==> src/rtl/traffic_pkg.sv <==
// Shared definitions for the traffic countdown display: segment glyphs,
// conversion state encoding and small helpers used by the BCD engine.
package traffic_pkg;

    localparam logic [6:0] SEG_0     = 7'h3F;
    localparam logic [6:0] SEG_1     = 7'h06;
    localparam logic [6:0] SEG_2     = 7'h5B;
    localparam logic [6:0] SEG_3     = 7'h4F;
    localparam logic [6:0] SEG_4     = 7'h66;
    localparam logic [6:0] SEG_5     = 7'h6D;
    localparam logic [6:0] SEG_6     = 7'h7D;
    localparam logic [6:0] SEG_7     = 7'h07;
    localparam logic [6:0] SEG_8     = 7'h7F;
    localparam logic [6:0] SEG_9     = 7'h6F;
    localparam logic [6:0] SEG_DASH  = 7'h40;
    localparam logic [6:0] SEG_BLANK = 7'h00;
    localparam logic [6:0] SEG_ALL   = 7'h7F;

    typedef enum logic [1:0] {
        IDLE,
        LOAD,
        SHIFT,
        DONE
    } conv_state_e;

    function automatic logic [6:0] digit_glyph(input logic [3:0] d);
        logic [6:0] g;
        case (d)
            4'd0:    g = SEG_0;
            4'd1:    g = SEG_1;
            4'd2:    g = SEG_2;
            4'd3:    g = SEG_3;
            4'd4:    g = SEG_4;
            4'd5:    g = SEG_5;
            4'd6:    g = SEG_6;
            4'd7:    g = SEG_7;
            4'd8:    g = SEG_8;
            4'd9:    g = SEG_9;
            default: g = SEG_BLANK;
        endcase
        return g;
    endfunction

    // Double-dabble correction: a nibble of 5 or more would overflow past 9 after the shift.
    function automatic logic [3:0] add3(input logic [3:0] n);
        return (n >= 4'd5) ? n + 4'd3 : n;
    endfunction

endpackage

==> src/rtl/bin2bcd_seq.sv <==
// Sequential shift-add-3 binary to BCD converter. Re-converts whenever the
// input differs from the last value it converted, and latches the result.
module bin2bcd_seq
    import traffic_pkg::*;
(
    input  logic       clk,
    input  logic       rst,
    input  logic [7:0] count,
    output logic [3:0] bcd_tens,
    output logic [3:0] bcd_units,
    output logic       ovf,
    output logic       busy
);

    conv_state_e state_q, state_d;
    logic [7:0]  cap_q, cap_d;
    logic [11:0] scratch_q, scratch_d;
    logic [2:0]  iter_q, iter_d;
    logic [7:0]  last_q, last_d;
    logic [3:0]  bcd_tens_q, bcd_tens_d;
    logic [3:0]  bcd_units_q, bcd_units_d;
    logic        ovf_q, ovf_d;
    logic        busy_q, busy_d;
    logic [11:0] adj;

    always_comb begin
        state_d     = state_q;
        cap_d       = cap_q;
        scratch_d   = scratch_q;
        iter_d      = iter_q;
        last_d      = last_q;
        bcd_tens_d  = bcd_tens_q;
        bcd_units_d = bcd_units_q;
        ovf_d       = ovf_q;
        adj         = {add3(scratch_q[11:8]), add3(scratch_q[7:4]), add3(scratch_q[3:0])};

        case (state_q)
            IDLE: begin
                if (count != last_q) begin
                    state_d = LOAD;
                end
            end
            LOAD: begin
                cap_d     = count;
                last_d    = count;
                scratch_d = '0;
                iter_d    = '0;
                state_d   = SHIFT;
            end
            SHIFT: begin
                {scratch_d, cap_d} = {adj, cap_q} << 1;
                iter_d = iter_q + 3'd1;
                if (iter_q == 3'd7) begin
                    state_d = DONE;
                end
            end
            DONE: begin
                bcd_tens_d  = scratch_q[7:4];
                bcd_units_d = scratch_q[3:0];
                ovf_d       = (scratch_q[11:8] != 4'd0);
                state_d     = IDLE;
            end
            default: state_d = IDLE;
        endcase

        busy_d = (state_d != IDLE);
    end

    always_ff @(posedge clk or posedge rst) begin
        if (rst) begin
            state_q     <= IDLE;
            cap_q       <= '0;
            scratch_q   <= '0;
            iter_q      <= '0;
            last_q      <= '0;
            bcd_tens_q  <= '0;
            bcd_units_q <= '0;
            ovf_q       <= 1'b0;
            busy_q      <= 1'b0;
        end else begin
            state_q     <= state_d;
            cap_q       <= cap_d;
            scratch_q   <= scratch_d;
            iter_q      <= iter_d;
            last_q      <= last_d;
            bcd_tens_q  <= bcd_tens_d;
            bcd_units_q <= bcd_units_d;
            ovf_q       <= ovf_d;
            busy_q      <= busy_d;
        end
    end

    assign bcd_tens  = bcd_tens_q;
    assign bcd_units = bcd_units_q;
    assign ovf       = ovf_q;
    assign busy      = busy_q;

endmodule

==> src/rtl/traffic_countdown_display.sv <==
// Two-digit multiplexed 7-segment display of the controller countdown,
// with lamp-test / lamp-off / flash overrides on the panel inputs.
module traffic_countdown_display
    import traffic_pkg::*;
#(
    parameter int unsigned SCAN_DIV = 4
) (
    input  logic       clk,
    input  logic       rst,
    input  logic [7:0] count,
    input  logic       clr,
    input  logic       test,
    input  logic       flicker,
    output logic [6:0] seg,
    output logic [1:0] an,
    output logic [3:0] bcd_tens,
    output logic [3:0] bcd_units,
    output logic       ovf,
    output logic       busy
);

    localparam logic [7:0] SCAN_LAST = 8'(SCAN_DIV - 1);

    logic [7:0] scan_cnt_q, scan_cnt_d;
    logic [1:0] an_q, an_d;
    logic [6:0] seg_q, seg_d;

    bin2bcd_seq u_bcd (
        .clk       (clk),
        .rst       (rst),
        .count     (count),
        .bcd_tens  (bcd_tens),
        .bcd_units (bcd_units),
        .ovf       (ovf),
        .busy      (busy)
    );

    // The glyph follows the next digit enable so seg and an always switch together.
    always_comb begin
        scan_cnt_d = scan_cnt_q + 8'd1;
        an_d       = an_q;
        if (scan_cnt_q == SCAN_LAST) begin
            scan_cnt_d = '0;
            an_d       = ~an_q;
        end

        if (!test) begin
            seg_d = SEG_ALL;
        end else if (!clr || flicker) begin
            seg_d = SEG_BLANK;
        end else if (ovf) begin
            seg_d = SEG_DASH;
        end else if (an_d[1]) begin
            seg_d = (bcd_tens == 4'd0) ? SEG_BLANK : digit_glyph(bcd_tens);
        end else begin
            seg_d = digit_glyph(bcd_units);
        end
    end

    always_ff @(posedge clk or posedge rst) begin
        if (rst) begin
            scan_cnt_q <= '0;
            an_q       <= 2'b01;
            seg_q      <= SEG_BLANK;
        end else begin
            scan_cnt_q <= scan_cnt_d;
            an_q       <= an_d;
            seg_q      <= seg_d;
        end
    end

    assign seg = seg_q;
    assign an  = an_q;

endmodule
==> config.mk <==
export PLATFORM = sky130hd
export DESIGN_NAME = traffic_countdown_display
export DESIGN_NICKNAME = d
export VERILOG_FILES = /design/src/rtl/traffic_pkg.sv /design/src/rtl/bin2bcd_seq.sv /design/src/rtl/traffic_countdown_display.sv
export SDC_FILE = /design/constraint.sdc
export NUM_CORES = 1
export LEC_CHECK = 0
export CAP_MARGIN = 15
export CORE_ASPECT_RATIO = 0.6
export CORE_UTILIZATION = 50
export DETAILED_ROUTE_END_ITERATION = 10
export PLACE_DENSITY_LB_ADDON = 0.08
export SLEW_MARGIN = 20
export SYNTH_ARGS = -nofsm -noshare
export SYNTH_HDL_FRONTEND = slang
export SYNTH_SLANG_ARGS = --single-unit
==> constraint.sdc <==
create_clock -name clk -period 1.92 [get_ports clk]
set_input_delay 0.48 -clock clk [delete_from_list [all_inputs] [get_ports clk]]
set_output_delay 0.48 -clock clk [all_outputs]
set_load 0.005 [all_outputs]
# Word-level counts from Yosys, hierarchy flattened
# Memories as Yosys holds them, arrays and structs flattened.
# Cells that the tools add are included.
# word_totals
ff_bits	60
latchBits	0
ram_bits	0
mem_bits_ro	224
in_bits	13
out_inout_bits	19
wordCells	53
n_memories	2
# op_classes
addsub	5
multipliers	0
div_mod_pow	0
n_lt_le_gt_ge	3
n_eq_ne	6
shift	0
mux	16
bitwise	1
n_reduce_logical	7
# memory_table
name	words	word_bits	rd	rd_clocked_by_memory_dff	wr	line_no	text
(name not given)	16	7	1	0	0	traffic_pkg.sv:28	case (d)
(name not given)	16	7	1	0	0	traffic_pkg.sv:28	
# op_table
cell	count
7-bit two-way mux	5
12-bit case mux with 2 select lines	1
8-bit case mux with 2 select lines	1
4-bit by 3-bit greater-or-equal comparator with 1-bit output, second input constant	3
4-bit by 2-bit adder with 4-bit output, second input constant	2
8-bit by 1-bit adder with 8-bit output, second input constant	1
8-bit by 2-bit equality test with 1-bit output, second input constant	1
4-bit two-way mux	2
8-bit two-way mux	1
8-bit inequality test	1
2-bit case mux with 4 select lines	1
2-bit two-way mux	3
3-bit case mux with 2 select lines	1
2-bit equality test, second input constant	2
4-bit logical NOT	1
2-bit nonzero test	2
4-bit nonzero test	1
3-bit by 1-bit adder with 3-bit output, second input constant	1
3-bit by 2-bit adder with 3-bit output, second input constant	1
3-bit equality test, second input constant	1
3-bit two-way mux	1
2-bit by 1-bit equality test with 1-bit output, second input constant	1
2-bit logical NOT	1
2-bit NOT	1
2 further kinds	2

# Logic depth before layout (Yosys ltp)
# Gate-level depths: netlist of run 1.
# depth
word_depth	6
mapped_depth	6
mapped_depth_nobuf	6

# By module
# Synthesis of run 1 repeated with hierarchy kept, for this count alone.
# unflattened
cells_unflattened	307
hier_area_um2	3248.1
# by_module_without_submodules
module	instances	cells_per_inst	area_each_um2	seq_area_each_um2
bin2bcd_seq	1	184	2074.5	1076.0
traffic_countdown_display	1	123	1173.6	426.7

# Worst setup path after synthesis of run 1
# OpenSTA, ideal clock, no wires.
# synth_path
path_type	flip-flop to flip-flop
from	register scan_cnt_q[0]
to	register seg_q[0] (netlist: seg[0])
setup_ps	126
arrival_ps	1668
required_time_ps	1794
path_slack_ps	126
stages_incl_launch_ff	6
path_buffers	0
synth_period_minus_slack_ps	1794
cell_sequence	dfrtp_1 > ha_1 > nor3b_2 > and3_2 > or4_1 > o311a_1
# synth_between
elab_chain_cells	6
# synth_rtl
element	line_no	text
start, declared	traffic_countdown_display.sv:24	logic [7:0] scan_cnt_q, scan_cnt_d;
start signal, assigned	traffic_countdown_display.sv:66	scan_cnt_q <= scan_cnt_d;
8-bit by 2-bit equality test with 1-bit output	traffic_countdown_display.sv:42	if (scan_cnt_q == SCAN_LAST) begin
2-bit two-way mux	traffic_countdown_display.sv:42	
7-bit two-way mux	traffic_countdown_display.sv:53	end else if (an_d[1]) begin
7-bit two-way mux	traffic_countdown_display.sv:51	end else if (ovf) begin
7-bit two-way mux	traffic_countdown_display.sv:49	end else if (!clr || flicker) begin
7-bit two-way mux	traffic_countdown_display.sv:47	if (!test) begin
named net seg_d[0]	traffic_countdown_display.sv:26	logic [6:0] seg_q, seg_d;
end signal, assigned	traffic_countdown_display.sv:68	seg_q <= seg_d;
end, declared	traffic_countdown_display.sv:26	
# The timed path passes the listed nets, and every way through them passes these cells.
# A chain may end at the register's enable or synchronous reset.

# Final worst setup path of run 1
# layout_path
from	register an_q[0] (netlist: an[0])
to	output port an[0]
# layout_rtl
element	line_no	text
start, declared	traffic_countdown_display.sv:25	logic [1:0] an_q, an_d;
start signal, assigned	traffic_countdown_display.sv:67	an_q <= an_d;
end, declared	traffic_countdown_display.sv:15	output logic [1:0] an,
# No word-level cell between the ends.

==> qor.txt, run 1 <==
Global-route wire length before repair -> 11.3 mm
Simple-Gate Fraction of Synth Area -> 11.5%
Crit path cell chain -> clkdlybuf4s50_1
TritonCTS Sinks -> 60
Synth Area in Compound Gates -> 15.7%
Slew HR -> 68.7%
Adder-cell area share of the yosys netlist -> 9.35%
Cell family with most CP delay -> flip-flops
# Post-CTS Setup Buffers -> 0
GPL Wtd Cong -> 0.928
Clk_lat worst skew -> 330 ps
I/O pin count -> 32
Status -> finished clean
Die height -> 64.1 µm
CTS resizes -> 2
Max-slew violations -> 0
Number of flops mapped to enable cells by yosys -> 0
Die W -> 105 µm
CTS clk-pin slew, worst paths -> 70 ps
Drc violations -> 0
Detailed Routing Iterations Pass 1 -> 4
Main combinational cell family by area after synthesis -> compound AO/OA/AOI/OAI gates
IO Port Bufs -> 31
CP max stage cell -> dfstp_2
Post-Syn Instances -> 302
Routed vias/inst -> 5.32
CTS max path bufs -> 2
Worst Path Buf+Inv -> 1
Static Leak -> 1.73 nW
Placed cell areas -> 3750 µm²
WP data arrival -> 1370 ps
Hold Path Sink -> u_bcd.bcd_units[1]$_DFFE_PP0N_
FF+latch count, synth -> 60
Worst Reg-to-Reg Cells -> 5
Pin count of the biggest net entering global routing -> 37
Fin. Hold Viols -> 0
Number of max-cap violations -> 0
Initial antenna violation count -> 0
CP max FO -> 2
Synth warnings -> 0
Final ANT Viol Nets -> 0
Gr usage total -> 21.9%
Synth async-reset ratio -> 100%
ANT cells -> 0
Hold depth -> 2
Final nets -> 388
Final setup violating endpoints -> 0
# hold bufs at CTS -> 0
CP endpoint kind -> output port
Proportion of synthesized area in mux cells -> 7.28%
Avg Cell Area, Syn -> 10.6 µm²
Total number of vias -> 2,334
Reg-to-reg setup timing slack -> 120 ps
PD cells -> 1200 nW/µm²
DR WL/cell -> 14.7 µm
Reg2reg start -> scan_cnt_q[1]$_DFF_PP0_
Unrepaired setup endpoints after global routing -> no
CP Class -> reg -> out
Grt ovf -> 0
Min-delay worst type -> reg -> reg
XOR/XNOR Fraction of Synth Area -> 5.18%
Reg-to-Reg End -> seg[0]$_DFF_PP0_
Initial core utilization -> 52.1%
Die area -> 6760 µm²
Row cnt -> 22
Least-Margin Pin Slew -> 469 ps
HPWL after DPL -> 4.72 mm
Syn Nets -> 339
DR iter-0 viols -> 173
Area added between synthesis and finish -> 22.2%
Mapped cell area -> 3210 µm²
Largest stage delay, worst path -> 540 ps
Crit path required time -> 1440 ps
Core Region -> 6170 µm²
Final instance area -> 3930 µm²
CTS H-tree lvls -> 3
Worst Skew -> 5.96 ps
Hold_sp -> u_bcd.scratch_q[1]$_DFFE_PP0P_
Netlist cell types -> 51
Layout cells sized above 1 -> 17.7%
Ys flop type -> dfrtp_1
Part of the cycle the worst path needs -> 96.6%
Cts bufs inserted -> 9
Sequential fraction of the synthesis area -> 46.8%
CTS tree -> done
Critical Path Start Type -> flip-flop
Period minus WS final -> 1850 ps
Worst VDD drop -> 0.731 mV
Post-layout util -> 63.7%
Max Fclk -> 539 MHz
Root Driver -> clkbuf_8
Final wirelength -> 6.45 mm
Vias in the first global route -> 2,269
## final cells by class
| cell class | count | area [µm²] |
|---|---|---|
| sequential | 60 | 1510 |
| clock inverter | 2 | 10.0 |
| inverter | 24 | 97.6 |
| fill | 507 | 2240 |
| clock buffer | 13 | 159 |
| timing repair buffer | 49 | 470 |
| multi-input combinational | 207 | 1580 |
| tap | 84 | 105 |
## where the power goes
group	internal, mW	switching (mW)	total [mW]
clock network	0.529	0.473	1.00
registers	1.61	0.250	1.86
logic	0.884	0.963	1.85
## cell usage after synthesis, types with 4 or more instances
master    number  area (µm²)
nand2b_1       4        25.0
mux2i_1       11         110
o22ai_1        4        25.0
nor3b_1        8        60.1
mux2_2        11         124
ha_1          24         300
dfrtp_1       59        1480
xor2_1        10        87.6
o211ai_1       5        37.5
a22o_1         6        52.6
a21oi_1       16        80.1
clkbuf_1       9        33.8
nor2_1        13        48.8
xnor2_1        9        78.8
nand2_1       14        52.6
inv_1         23        86.3
nor3_1         4        20.0
nand3_1        8        40.0
o21ai_0       24         120
## through the flow
stage	power (mW)	setup slack, ps	hold WS [ps]	setup TNS, ps	std cells
after detailed placement	3.69	-74.4	485	-176	424
after global routing	5.06	20.4	538	0	439
after floorplan	3.06	126	464	0	302
after CTS	4.71	28.7	500	0	439
after global placement	3.67	-20.8	491	-51.7	424
final	4.71	65.8	495	0	439
## worst max-delay path by stage
stage | startpoint | end | slack, ps | cells after the start
after floorplan | scan_cnt_q[0]$_DFF_PP0_ | seg[0]$_DFF_PP0_ | 130 | 5
after global placement | count[7] | u_bcd.busy$_DFF_PP0_ | -20 | 5
after detailed placement | count[2] | u_bcd.busy$_DFF_PP0_ | -70 | 5
after CTS | u_bcd.bcd_units[2]$_DFFE_PP0N_ | bcd_units[2] | 30 | 1
after global routing | an[0]$_DFFE_PP1N_ | an[0] | 20 | 1
final | an[0]$_DFFE_PP1N_ | an[0] | 70 | 1
## placed cells by master (no fill, tap or decap), drive strengths merged, types with 5 or more instances in the layout
cell type / count
dfrtp: 59
nand2: 14
ha: 24
nor3b: 9
o21ai: 24
inv: 22
o211ai: 5
clkbuf: 13
a22o: 6
nor2: 13
a21oi: 17
buf: 18
xor2: 10
nand3: 8
mux2i: 11
mux2: 11
clkdlybuf4s50: 31
xnor2: 9
## cells by family (layout without fill, tap and decap cells)
family | Yosys count | after routing
adder cells (fa/ha/maj) | 24 | 24
multiplexers | 22 | 22
AO/OA/AOI/OAI | 76 | 76
flip-flops | 60 | 60
XOR/XNOR | 19 | 19
buffers and inverters | 35 | 88
AND/OR/NAND/NOR | 66 | 66
## sequential cells by signal, summed over array words and instances (netlist names)
register,count
u_bcd.scratch_q,12
scan_cnt_q,8
u_bcd.cap_q,8
u_bcd.last_q,8
seg,7
u_bcd.bcd_tens,4
u_bcd.bcd_units,4
u_bcd.iter_q,3
an,2
u_bcd.state_q,2
u_bcd.busy,1
u_bcd.ovf,1
## metal layers
metal	vias up	GRT usage, %	wire (µm)
li1	1171	-	-
met1	1101	35.1	3640
met2	55	27.9	2390
met3	7	6.12	368
met4	0	6.34	52
met5	-	0	0
No activity file was read; power rests on OpenSTA's default activity.
==> inputs of run 2 (changes only) <==
- CORE_UTILIZATION: 50 -> 45
==> run 2 against run 1 <==
  * The flow now finishes with violations (DRC)
  * Global-route usage down 0.81 points
  * Sequential power about the same
  * Sequential cell count unchanged
  * Fmax up 0.13%
  * Sequential share of layout area down 1.3 points
  * Largest power group is now combinational cells
  * Clock skew up 1.1 ps
  * Worst hold slack better by 0.81 ps
  * Non-clock buffer count up 3
  * Combinational power up 6%
  * Clock-buffer cell count unchanged
  * Wire length up 9.2%
  * Largest cell class unchanged
  * Via count up 1.4%
  * Critical endpoint is now seg[0]$_DFF_PP0_
==> qor.txt, run 2 (synthesis gave the netlist of run 1 again) <==
Status -> complete, but fails checks
Failing checks -> DRC
Number of max-cap violations -> 0 (unchanged)
Max-slew violations -> 0 (unchanged)
Period minus WS final -> 1850 ps (-2.42 ps)
CP max stage cell -> or4_1
Worst Reg-to-Reg Cells -> 4 (-1)
Reg power frac -> 35.3% (-4.2 points)
Detailed Routing Iterations Pass 1 -> 7 (+3)
Global-route wire length before repair -> 11.6 mm (+3.2%)
WP data arrival -> 2060 ps (+690 ps)
GPL Wtd Cong -> 0.824 (-11%)
Final instance area -> 4060 µm² (+3.5%)
Clk pwr share -> 27.8% (+6.5 points)
Static Leak -> 1.79 nW (+3.3%)
Drc violations -> 5 (+5)
Max reg flops -> 12 (unchanged)
I/O pin count -> 32 (unchanged)
Initial antenna violation count -> 0 (unchanged)
Hold depth -> 1 (-1)
Logic pwr share -> 36.9% (-2.3 points)
Psw -> 1.80 mW (+6.8%)
Crit path cell chain -> nor4_4 > a21oi_2 > or4_1 > o311a_1
Placed cell areas -> 3770 µm² (+0.50%)
Part of the cycle the worst path needs -> 96.4% (-0.13 points)
Row cnt -> 23 (+4.5%)
Reg-to-Reg End -> seg[0]$_DFF_PP0_
CTS H-tree lvls -> 3 (unchanged)
Largest reg by FF count -> u_bcd.scratch_q
Layout cells sized above 1 -> 18.2% (+0.41 points)
Vias in the first global route -> 2,140 (-5.7%)
Routed vias/inst -> 5.32 (about the same)
Final setup violating endpoints -> 0 (unchanged)
HPWL after DPL -> 5.04 mm (+6.9%)
Hold Path Sink -> u_bcd.scratch_q[0]$_DFFE_PP0P_
IO Port Bufs -> 31 (unchanged)
Worst VDD drop -> 0.546 mV (-25%)
Fin. Hold Viols -> 0 (unchanged)
Die W -> 111 µm (+5.3%)
Critical Path Start Type -> flip-flop
CP startpoint -> scan_cnt_q[3]$_DFF_PP0_
Switch share -> 33.9% (-1.9 points)
Internal power -> 3.51 mW (+16%)
# fillers -> 567 (+12%)
Cts bufs inserted -> 9 (unchanged)
Clk_lat worst skew -> 330 ps (about the same)
Grt ovf -> 0 (unchanged)
Min-delay worst type -> reg -> reg
CP Class -> reg -> reg
Die area -> 7490 µm² (+11%)
Hold_sp -> u_bcd.cap_q[7]$_DFFE_PP0P_
# hold bufs at CTS -> 0 (unchanged)
Die height -> 67.4 µm (+5.2%)
Cell family with most CP delay -> simple AND/OR/NAND/NOR gates
ANT cells -> 0 (unchanged)
PD cells -> 1310 nW/µm² (+9.0%)
Crit path required time -> 2130 ps (+690 ps)
Max Fclk -> 540 MHz (+0.13%)
Core Region -> 6790 µm² (+10%)
Reg-to-reg setup timing slack -> 70 ps (-50 ps)
CP max FO -> 5 (+3)
DR iter-0 viols -> 135 (-22%)
PnR worst setup slack -> 68.2 ps (+2.42 ps)
Final wirelength -> 7.04 mm (+9.2%)
Total number of vias -> 2,367 (+1.4%)
DR WL/cell -> 15.8 µm (+7.7%)
Worst Skew -> 7.10 ps (+1.14 ps)
DP Worst Slack -> -34.5 ps (+39.9 ps)
Slew HR -> 68.7% (about the same)
Most frequent cells in the layout -> 54 x dfrtp_1, 31 x clkdlybuf4s50_1, 24 x o21ai_0, 24 x ha_1, 22 x inv_1
Pwr Total -> 5.31 mW (+13%)
CTS clk-pin slew, worst paths -> 50 ps (-20 ps)
Unrepaired setup endpoints after global routing -> no
Worst Path Buf+Inv -> 0 (-1)
Initial core utilization -> 47.3% (-4.8 points)
Pin count of the biggest net entering global routing -> 61 (+65%)
Area added between synthesis and finish -> 26.5%
CTS tree -> done
Final ANT Viol Nets -> 0 (unchanged)
Root Driver -> clkbuf_16
Reg2reg start -> scan_cnt_q[3]$_DFF_PP0_
Most common cell after layout, fill and taps aside -> dfrtp_1
Final nets -> 391 (+0.77%)
CTS max path bufs -> 2 (unchanged)
Least-Margin Pin Slew -> 466 ps (-3.27 ps)
TritonCTS Sinks -> 60 (unchanged)
CP endpoint kind -> flip-flop
Largest stage delay, worst path -> 560 ps (+20 ps)
Critical Path Stages -> 4 (+3)
Gr usage total -> 21.1% (-0.81 points)
## run 2: cell types whose count changed in the layout (fill, tap and decap cells not counted), sizes merged
cell,change
buf,+3
clkinvlp,-1
clkinv,+1
## run 2: timing repair
action	in CTS	in global routing
pin swaps	0	1
setup endpoints to repair	3	6
resized for setup	3	6
hold endpoints to repair	0	0
buffers inserted	0	1
## run 2: routing by layer
metal	GRT usage, %	up-vias	wire length (µm)
li1	-	1178	-
met1	31.8	1145	4000
met2	26.7	36	2670
met3	7.90	8	315
met4	7.60	0	51
met5	0	-	0
## run 2: how the worst max path moves through the flow
stage	end	slack, ps
floorplan	seg[0]$_DFF_PP0_	130
global placement	u_bcd.busy$_DFF_PP0_	-5
detailed placement	seg[6]$_DFF_PP0_	-30
CTS	bcd_units[2]	10
global route	seg[0]$_DFF_PP0_	1
finish	seg[0]$_DFF_PP0_	70
## run 2: cell type report
type | instances | area [µm²] | area share, %
inverter | 24 | 93.8 | 2.31
clock buffer | 13 | 260 | 6.41
timing repair buffer | 52 | 493 | 12.1
sequential | 60 | 1510 | 37.1
multi-input combinational | 207 | 1590 | 39.1
clock inverter | 2 | 10.0 | 0.246
tap | 87 | 109 | 2.68
## run 2: power groups by stage
stage | clock network, mW | logic [mW] | registers (mW)
floorplan | 0 | 1.25 | 1.81
global placement | 0 | 1.91 | 1.88
detailed placement | 0 | 1.95 | 1.88
CTS | 1.52 | 1.96 | 1.87
global route | 1.57 | 2.17 | 1.93
finish | 1.48 | 1.96 | 1.87
## run 2: stage by stage
stage / setup TNS (ps) / util [%] / hold WS, ps / instances
after floorplan: 0 / - / 464 / 302
after global placement: -5.40 / 55.5 / 478 / 429
after detailed placement: -73.0 / 55.5 / 487 / 429
after CTS: 0 / 59.6 / 498 / 444
after global routing: 0 / 59.8 / 525 / 445
final: 0 / 59.8 / 496 / 445
